[config.mk]
export PLATFORM = sky130hd
export DESIGN_NAME = multicycle_ctrl
export DESIGN_NICKNAME = d
export VERILOG_FILES = /design/src/rtl/mc_ctrl_pkg.sv /design/src/rtl/multicycle_ctrl.sv
export SDC_FILE = /design/constraint.sdc
export NUM_CORES = 1
export LEC_CHECK = 0
export ABC_AREA = 0
export BUFFER_PORTS_ARGS = -buffer_cell sky130_fd_sc_hd__clkbuf_2
export CORE_MARGIN = 4
export CORE_UTILIZATION = 24
export DETAILED_ROUTE_END_ITERATION = 8
export GPL_TIMING_DRIVEN = 1
export HOLD_SLACK_MARGIN = 0.06
export PLACE_DENSITY = 0.51
export SKIP_LAST_GASP = 1
export SLEW_MARGIN = 0
export SYNTH_ARGS = -nofsm -noshare
export SYNTH_HDL_FRONTEND = slang
export SYNTH_SLANG_ARGS = --single-unit
[constraint.sdc]
create_clock -name clk -period 1.4 [get_ports clk]
set_clock_uncertainty 0.05 [all_clocks]
set_input_delay 0.14 -clock clk [delete_from_list [all_inputs] [get_ports clk]]
set_output_delay 0.14 -clock clk [all_outputs]
set_load 0.05 [all_outputs]
[src/rtl/mc_ctrl_pkg.sv]
`default_nettype none
// ============================================================================
// Module   : mc_ctrl_pkg
// Purpose  : Shared definitions for the multicycle MIPS control FSM: opcode
//            values, FSM state encoding, and the mux/ALU select codes that
//            the controller drives into the datapath.
// Ports    : none (package)
// Revision : 1.0 - initial release
// ============================================================================
package mc_ctrl_pkg;

  // MIPS opcode field values (6-bit native width; zero-extended by users)
  localparam logic [5:0] RTYPE = 6'b000000;
  localparam logic [5:0] LW    = 6'b100011;
  localparam logic [5:0] SW    = 6'b101011;
  localparam logic [5:0] BEQ   = 6'b000100;
  localparam logic [5:0] ADDI  = 6'b001000;
  localparam logic [5:0] J     = 6'b000010;

  // alu_op codes consumed by the separate ALU decoder
  localparam logic [1:0] ALUOP_ADD   = 2'b00;
  localparam logic [1:0] ALUOP_SUB   = 2'b01;
  localparam logic [1:0] ALUOP_FUNCT = 2'b10;

  // alu_src_b mux codes
  localparam logic [1:0] ALUB_RT     = 2'b00;
  localparam logic [1:0] ALUB_FOUR   = 2'b01;
  localparam logic [1:0] ALUB_IMM    = 2'b10;
  localparam logic [1:0] ALUB_IMM_SH = 2'b11;

  // pc_src mux codes
  localparam logic [1:0] PCSRC_ALU    = 2'b00;
  localparam logic [1:0] PCSRC_ALUOUT = 2'b01;
  localparam logic [1:0] PCSRC_JUMP   = 2'b10;

  typedef enum logic [3:0] {
    RST     = 4'd0,
    FETCH   = 4'd1,
    DECODE  = 4'd2,
    MEMADR  = 4'd3,
    MEMRD   = 4'd4,
    MEMWB   = 4'd5,
    MEMWR   = 4'd6,
    EXEC    = 4'd7,
    ALUWB   = 4'd8,
    BRANCH  = 4'd9,
    ADDIEX  = 4'd10,
    ADDIWB  = 4'd11,
    JUMP    = 4'd12,
    ILLEGAL = 4'd13,
    HALT    = 4'd14
  } state_t;

endpackage
`default_nettype wire

[src/rtl/multicycle_ctrl.sv]
`default_nettype none
// ============================================================================
// Module   : multicycle_ctrl
// Purpose  : Moore control FSM for a multicycle MIPS datapath. Sequences one
//            instruction over several cycles on a shared memory and ALU, with
//            a memory-ready wait handshake, illegal-opcode trap and a retire
//            pulse in the last cycle of every instruction.
// Ports    :
//   clk        in   system clock, rising edge
//   rst_n      in   synchronous active-low reset
//   opcode     in   IR opcode field, only looked at in DECODE
//   mem_ready  in   memory completes current access this cycle
//   pc_write   out  unconditional PC load
//   branch     out  PC load qualified by ALU zero
//   iord       out  memory address mux (0 = PC, 1 = ALUOut)
//   mem_read   out  memory read request
//   mem_write  out  memory write request
//   ir_write   out  instruction register load
//   reg_dst    out  write-register mux (1 = rd, 0 = rt)
//   mem_to_reg out  write-data mux (1 = MDR)
//   reg_write  out  register file write enable
//   alu_src_a  out  ALU A mux (0 = PC, 1 = rs)
//   alu_src_b  out  ALU B mux (rt / 4 / imm / imm<<2)
//   alu_op     out  ALU decoder control (add / sub / funct)
//   pc_src     out  PC mux (ALU / ALUOut / jump target)
//   illegal_op out  one-cycle pulse on an unsupported opcode
//   retire     out  one-cycle pulse in the final cycle of an instruction
// Revision : 1.0 - initial release
// ============================================================================
module multicycle_ctrl
  import mc_ctrl_pkg::*;
#(
  parameter int unsigned OPCODE_W     = 6,
  parameter bit          MEM_WAIT_EN  = 1'b1,
  parameter bit          ILLEGAL_HALT = 1'b0
) (
  input  logic                clk,
  input  logic                rst_n,
  input  logic [OPCODE_W-1:0] opcode,
  input  logic                mem_ready,
  output logic                pc_write,
  output logic                branch,
  output logic                iord,
  output logic                mem_read,
  output logic                mem_write,
  output logic                ir_write,
  output logic                reg_dst,
  output logic                mem_to_reg,
  output logic                reg_write,
  output logic                alu_src_a,
  output logic [1:0]          alu_src_b,
  output logic [1:0]          alu_op,
  output logic [1:0]          pc_src,
  output logic                illegal_op,
  output logic                retire
);

  localparam logic [OPCODE_W-1:0] c_op_rtype = OPCODE_W'(RTYPE);
  localparam logic [OPCODE_W-1:0] c_op_lw    = OPCODE_W'(LW);
  localparam logic [OPCODE_W-1:0] c_op_sw    = OPCODE_W'(SW);
  localparam logic [OPCODE_W-1:0] c_op_beq   = OPCODE_W'(BEQ);
  localparam logic [OPCODE_W-1:0] c_op_addi  = OPCODE_W'(ADDI);
  localparam logic [OPCODE_W-1:0] c_op_j     = OPCODE_W'(J);

  state_t state_q, state_d;
  // LW and SW share MEMADR; remember which one DECODE saw so the opcode
  // input is free to change after DECODE.
  logic   is_sw_q, is_sw_d;
  logic   w_ready;

  // With waiting disabled every memory access completes in one cycle.
  if (MEM_WAIT_EN) begin : g_mem_wait
    assign w_ready = mem_ready;
  end else begin : g_mem_nowait
    assign w_ready = 1'b1;
  end

  always_ff @(posedge clk) begin
    if (!rst_n) begin
      state_q <= RST;
      is_sw_q <= 1'b0;
    end else begin
      state_q <= state_d;
      is_sw_q <= is_sw_d;
    end
  end

  always_comb begin
    state_d    = state_q;
    is_sw_d    = is_sw_q;
    pc_write   = 1'b0;
    branch     = 1'b0;
    iord       = 1'b0;
    mem_read   = 1'b0;
    mem_write  = 1'b0;
    ir_write   = 1'b0;
    reg_dst    = 1'b0;
    mem_to_reg = 1'b0;
    reg_write  = 1'b0;
    alu_src_a  = 1'b0;
    alu_src_b  = ALUB_RT;
    alu_op     = ALUOP_ADD;
    pc_src     = PCSRC_ALU;
    illegal_op = 1'b0;
    retire     = 1'b0;

    case (state_q)
      RST: state_d = FETCH;

      FETCH: begin
        // PC+4 and IR load commit only on the cycle memory delivers
        mem_read  = 1'b1;
        alu_src_b = ALUB_FOUR;
        ir_write  = w_ready;
        pc_write  = w_ready;
        if (w_ready) state_d = DECODE;
      end

      DECODE: begin
        // Speculative branch target PC + (imm << 2)
        alu_src_b = ALUB_IMM_SH;
        is_sw_d   = (opcode == c_op_sw);
        if (opcode == c_op_rtype)                         state_d = EXEC;
        else if ((opcode == c_op_lw) || (opcode == c_op_sw)) state_d = MEMADR;
        else if (opcode == c_op_beq)                      state_d = BRANCH;
        else if (opcode == c_op_addi)                     state_d = ADDIEX;
        else if (opcode == c_op_j)                        state_d = JUMP;
        else                                              state_d = ILLEGAL;
      end

      MEMADR: begin
        alu_src_a = 1'b1;
        alu_src_b = ALUB_IMM;
        state_d   = is_sw_q ? MEMWR : MEMRD;
      end

      MEMRD: begin
        iord     = 1'b1;
        mem_read = 1'b1;
        if (w_ready) state_d = MEMWB;
      end

      MEMWB: begin
        reg_write  = 1'b1;
        mem_to_reg = 1'b1;
        retire     = 1'b1;
        state_d    = FETCH;
      end

      MEMWR: begin
        iord      = 1'b1;
        mem_write = 1'b1;
        retire    = w_ready;
        if (w_ready) state_d = FETCH;
      end

      EXEC: begin
        alu_src_a = 1'b1;
        alu_op    = ALUOP_FUNCT;
        state_d   = ALUWB;
      end

      ALUWB: begin
        reg_write = 1'b1;
        reg_dst   = 1'b1;
        retire    = 1'b1;
        state_d   = FETCH;
      end

      BRANCH: begin
        alu_src_a = 1'b1;
        alu_op    = ALUOP_SUB;
        pc_src    = PCSRC_ALUOUT;
        branch    = 1'b1;
        retire    = 1'b1;
        state_d   = FETCH;
      end

      ADDIEX: begin
        alu_src_a = 1'b1;
        alu_src_b = ALUB_IMM;
        state_d   = ADDIWB;
      end

      ADDIWB: begin
        reg_write = 1'b1;
        retire    = 1'b1;
        state_d   = FETCH;
      end

      JUMP: begin
        pc_src   = PCSRC_JUMP;
        pc_write = 1'b1;
        retire   = 1'b1;
        state_d  = FETCH;
      end

      ILLEGAL: begin
        // PC already advanced in FETCH, so skipping needs no PC update
        illegal_op = 1'b1;
        state_d    = ILLEGAL_HALT ? HALT : FETCH;
      end

      HALT: state_d = HALT;

      default: state_d = RST;
    endcase
  end

endmodule
`default_nettype wire
==> impl_metrics.yaml <==
drt:
  ant_nets: 0
  vias_per_cell: 4.89
  post_drt_wl_per_cell_um: 12.3
  drtPass1Iterations: 4
  drc: 0
  first_iter_violations: 11
  drt_wl_total_mm: 2.15
  vias: 855
timing:
  rsz0062_at_grt: "true"
  fin_ws_ns: -0.237
  max_freq_ghz: 0.611
  finalMaxSlewViolations: 0
  worst_pin_slew_ns: 0.404
  fin_crit_ns: 1.64
  hold_viol_final: 0
  finalCritPeriodShare: 1.17
  finalSetupViolCount: 18
  timing.hold.ws_ns: 0.114
  maxSlewHeadroom: 0.728
cts:
  path_clk_slew_ns: 0.04
  root_buffer: "clkbuf_4"
  cts_tree: "yes"
  htree_levels: 1
  clock_latency_ns: 0.24
  clock_path_buffers: 2
  cts_sinks: 5
  cts-buffers-inserted: 3
final_layout:
  finalNonFillerCells: 175
  fin_nets: 155
  multiInputGateArea_um2: 673
  final_common_cell: "buf_4"
  areaGrowthSynthToFinish_pct: 130
  antenna_cells: 0
  fin_util: 0.587
  register_area_um2: 115
  fillCellCount: 218
  drive_gt1_frac: 0.648
  layout_common_cells: "buf_4, buf_6, clkbuf_2"
placed_design:
  placedCellCount: 170
  port-buffer-count: 26
  dp_hpwl_mm: 1.72
  gp_congestion: 0.786
synthesis:
  yosys_warnings: 0
  syn-num-nets: 102
  synth_area_um2: 643
  avgSynthCellArea_um2: 6.92
  synth_enable_flop_cells: 0
  netlist_instances: 93
  yosys_register_bits: 5
  synth_ff_type: "dfxtp_1"
  synth_seq_area_share: 0.156
  yosys.cell_types.count: 37
  async_reset_ff_frac: 0
floorplanning:
  rows: 18
  io_pins: 27
  die-area_um2: 3570
  coreArea_um2: 2520
  start_util: 0.255
  die_h_um: 59.8
  fp.dieW_um: 59.8
outcome:
  violations: "negative setup slack"
  status: "finished, violations left"
global_route:
  grt_overflow: 0
  antenna_found_initial: 0
  grt_pass1_vias: 846
  grt_pass1_wl_mm: 3.77
  grt_max_degree: 19
  grt_usage: 0.135
setup_path:
  critPathLaunchType: "flop"
  end_kind: "primary output"
  critPathMaxFanout: 6
  cp_data_required_time_ns: 1.21
  cp.arrival_ns: 1.45
  critPathKind: "reg -> out"
power_and_ir_drop:
  power_density_nw_per_um2: 963
  peakVddDrop_mv: 0.778
  p_leak_uw: 0.000600
hold_path:
  hold_path_class: "in -> reg"
flow_run:
  max_cap_viol_count: 0
-- cell type report --
type / instances / share of cell area
clock buffers: 4 / 0.0178
well taps: 30 / 0.0254
inverters: 1 / 0.00254
flip-flops and latches: 5 / 0.0778
repair buffers: 58 / 0.422
multi-input cells: 77 / 0.455
-- per-layer routing --
metal / global-route usage / part of all wire
met1: 0.171 / 0.42
met2: 0.231 / 0.52
met3: 0.0367 / 0.061
met4: 0.0190 / 0
met5: 0 / 0
-- cells by family (layout without fill, tap and decap cells) --
logic type | count (synthesis) | count (layout) | synth area share
compound gates | 23 | 23 | 0.243
xor+xnor | 4 | 4 | 0.0545
buf+inv | 11 | 63 | 0.113
flops | 5 | 5 | 0.156
simple gates | 50 | 50 | 0.434
-- sequential cells by signal, indices dropped and copies added (netlist names) --
register	count
is_sw_q	1
state_q	4
-- power by group --
| part | switching, µW | total [µW] | internal, µW |
|---|---|---|---|
| combinational | 553 | 1070 | 518 |
| clock | 55.5 | 163 | 108 |
| sequential | 25.9 | 191 | 165 |
-- critical path, cell delays in order (launching register included) --
cell and delay [ns]:
dfxtp_4 0.37, buf_4 0.13, nand2_1 0.13, buf_4 0.19, o22ai_2 0.21, buf_12 0.16
-- through the flow --
step / worst slack [ns] / total power, µW / TNS (ns) / cell area (µm²)
floorplan: -0.315 / 798 / -1.77 / 802
global placement: -0.0621 / 1090 / -0.266 / 1190
detailed placement: -0.0724 / 1100 / -0.262 / 1190
CTS: -0.243 / 1380 / -2.38 / 1410
global route: -0.318 / 1520 / -3.55 / 1480
finish: -0.237 / 1430 / -2.10 / 1480
-- synth_stat cells (all sizes together), types with 2 or more instances --
| master | count | area (µm²) |
|---|---|---|
| a21boi | 2 | 15.0 |
| a21oi | 5 | 28.8 |
| and3 | 3 | 18.8 |
| buf | 10 | 68.8 |
| dfxtp | 5 | 100 |
| nand2 | 5 | 18.8 |
| nand2b | 4 | 32.5 |
| nand3 | 2 | 10.0 |
| nor2 | 12 | 45.0 |
| nor3 | 9 | 45.0 |
| nor3b | 2 | 15.0 |
| nor4 | 4 | 25.0 |
| o21ai | 7 | 35.0 |
| or2b | 2 | 15.0 |
| xnor2 | 3 | 26.3 |
-- path summary, 6_finish.rpt --
check              from         end  slack [ns]  depth (start not counted)
max          state_q[0]   reg_write       -0.24                          5
min               rst_n  state_q[3]        0.11                          3
max reg2reg  state_q[3]  state_q[2]       -0.04                          4
min reg2reg     is_sw_q     is_sw_q        0.42                          2
-- timing repair --
item | 4_1_cts | 5_1_grt
pin swaps | 7 | 5
hold endpoints to repair | 0 | 0
hold buffers | 0 | 0
buffers inserted | 1 | 1
setup endpoints to repair | 20 | 22
resized for setup | 45 | 21
cloned | 0 | 0
(Power assumes the default switching activity.)
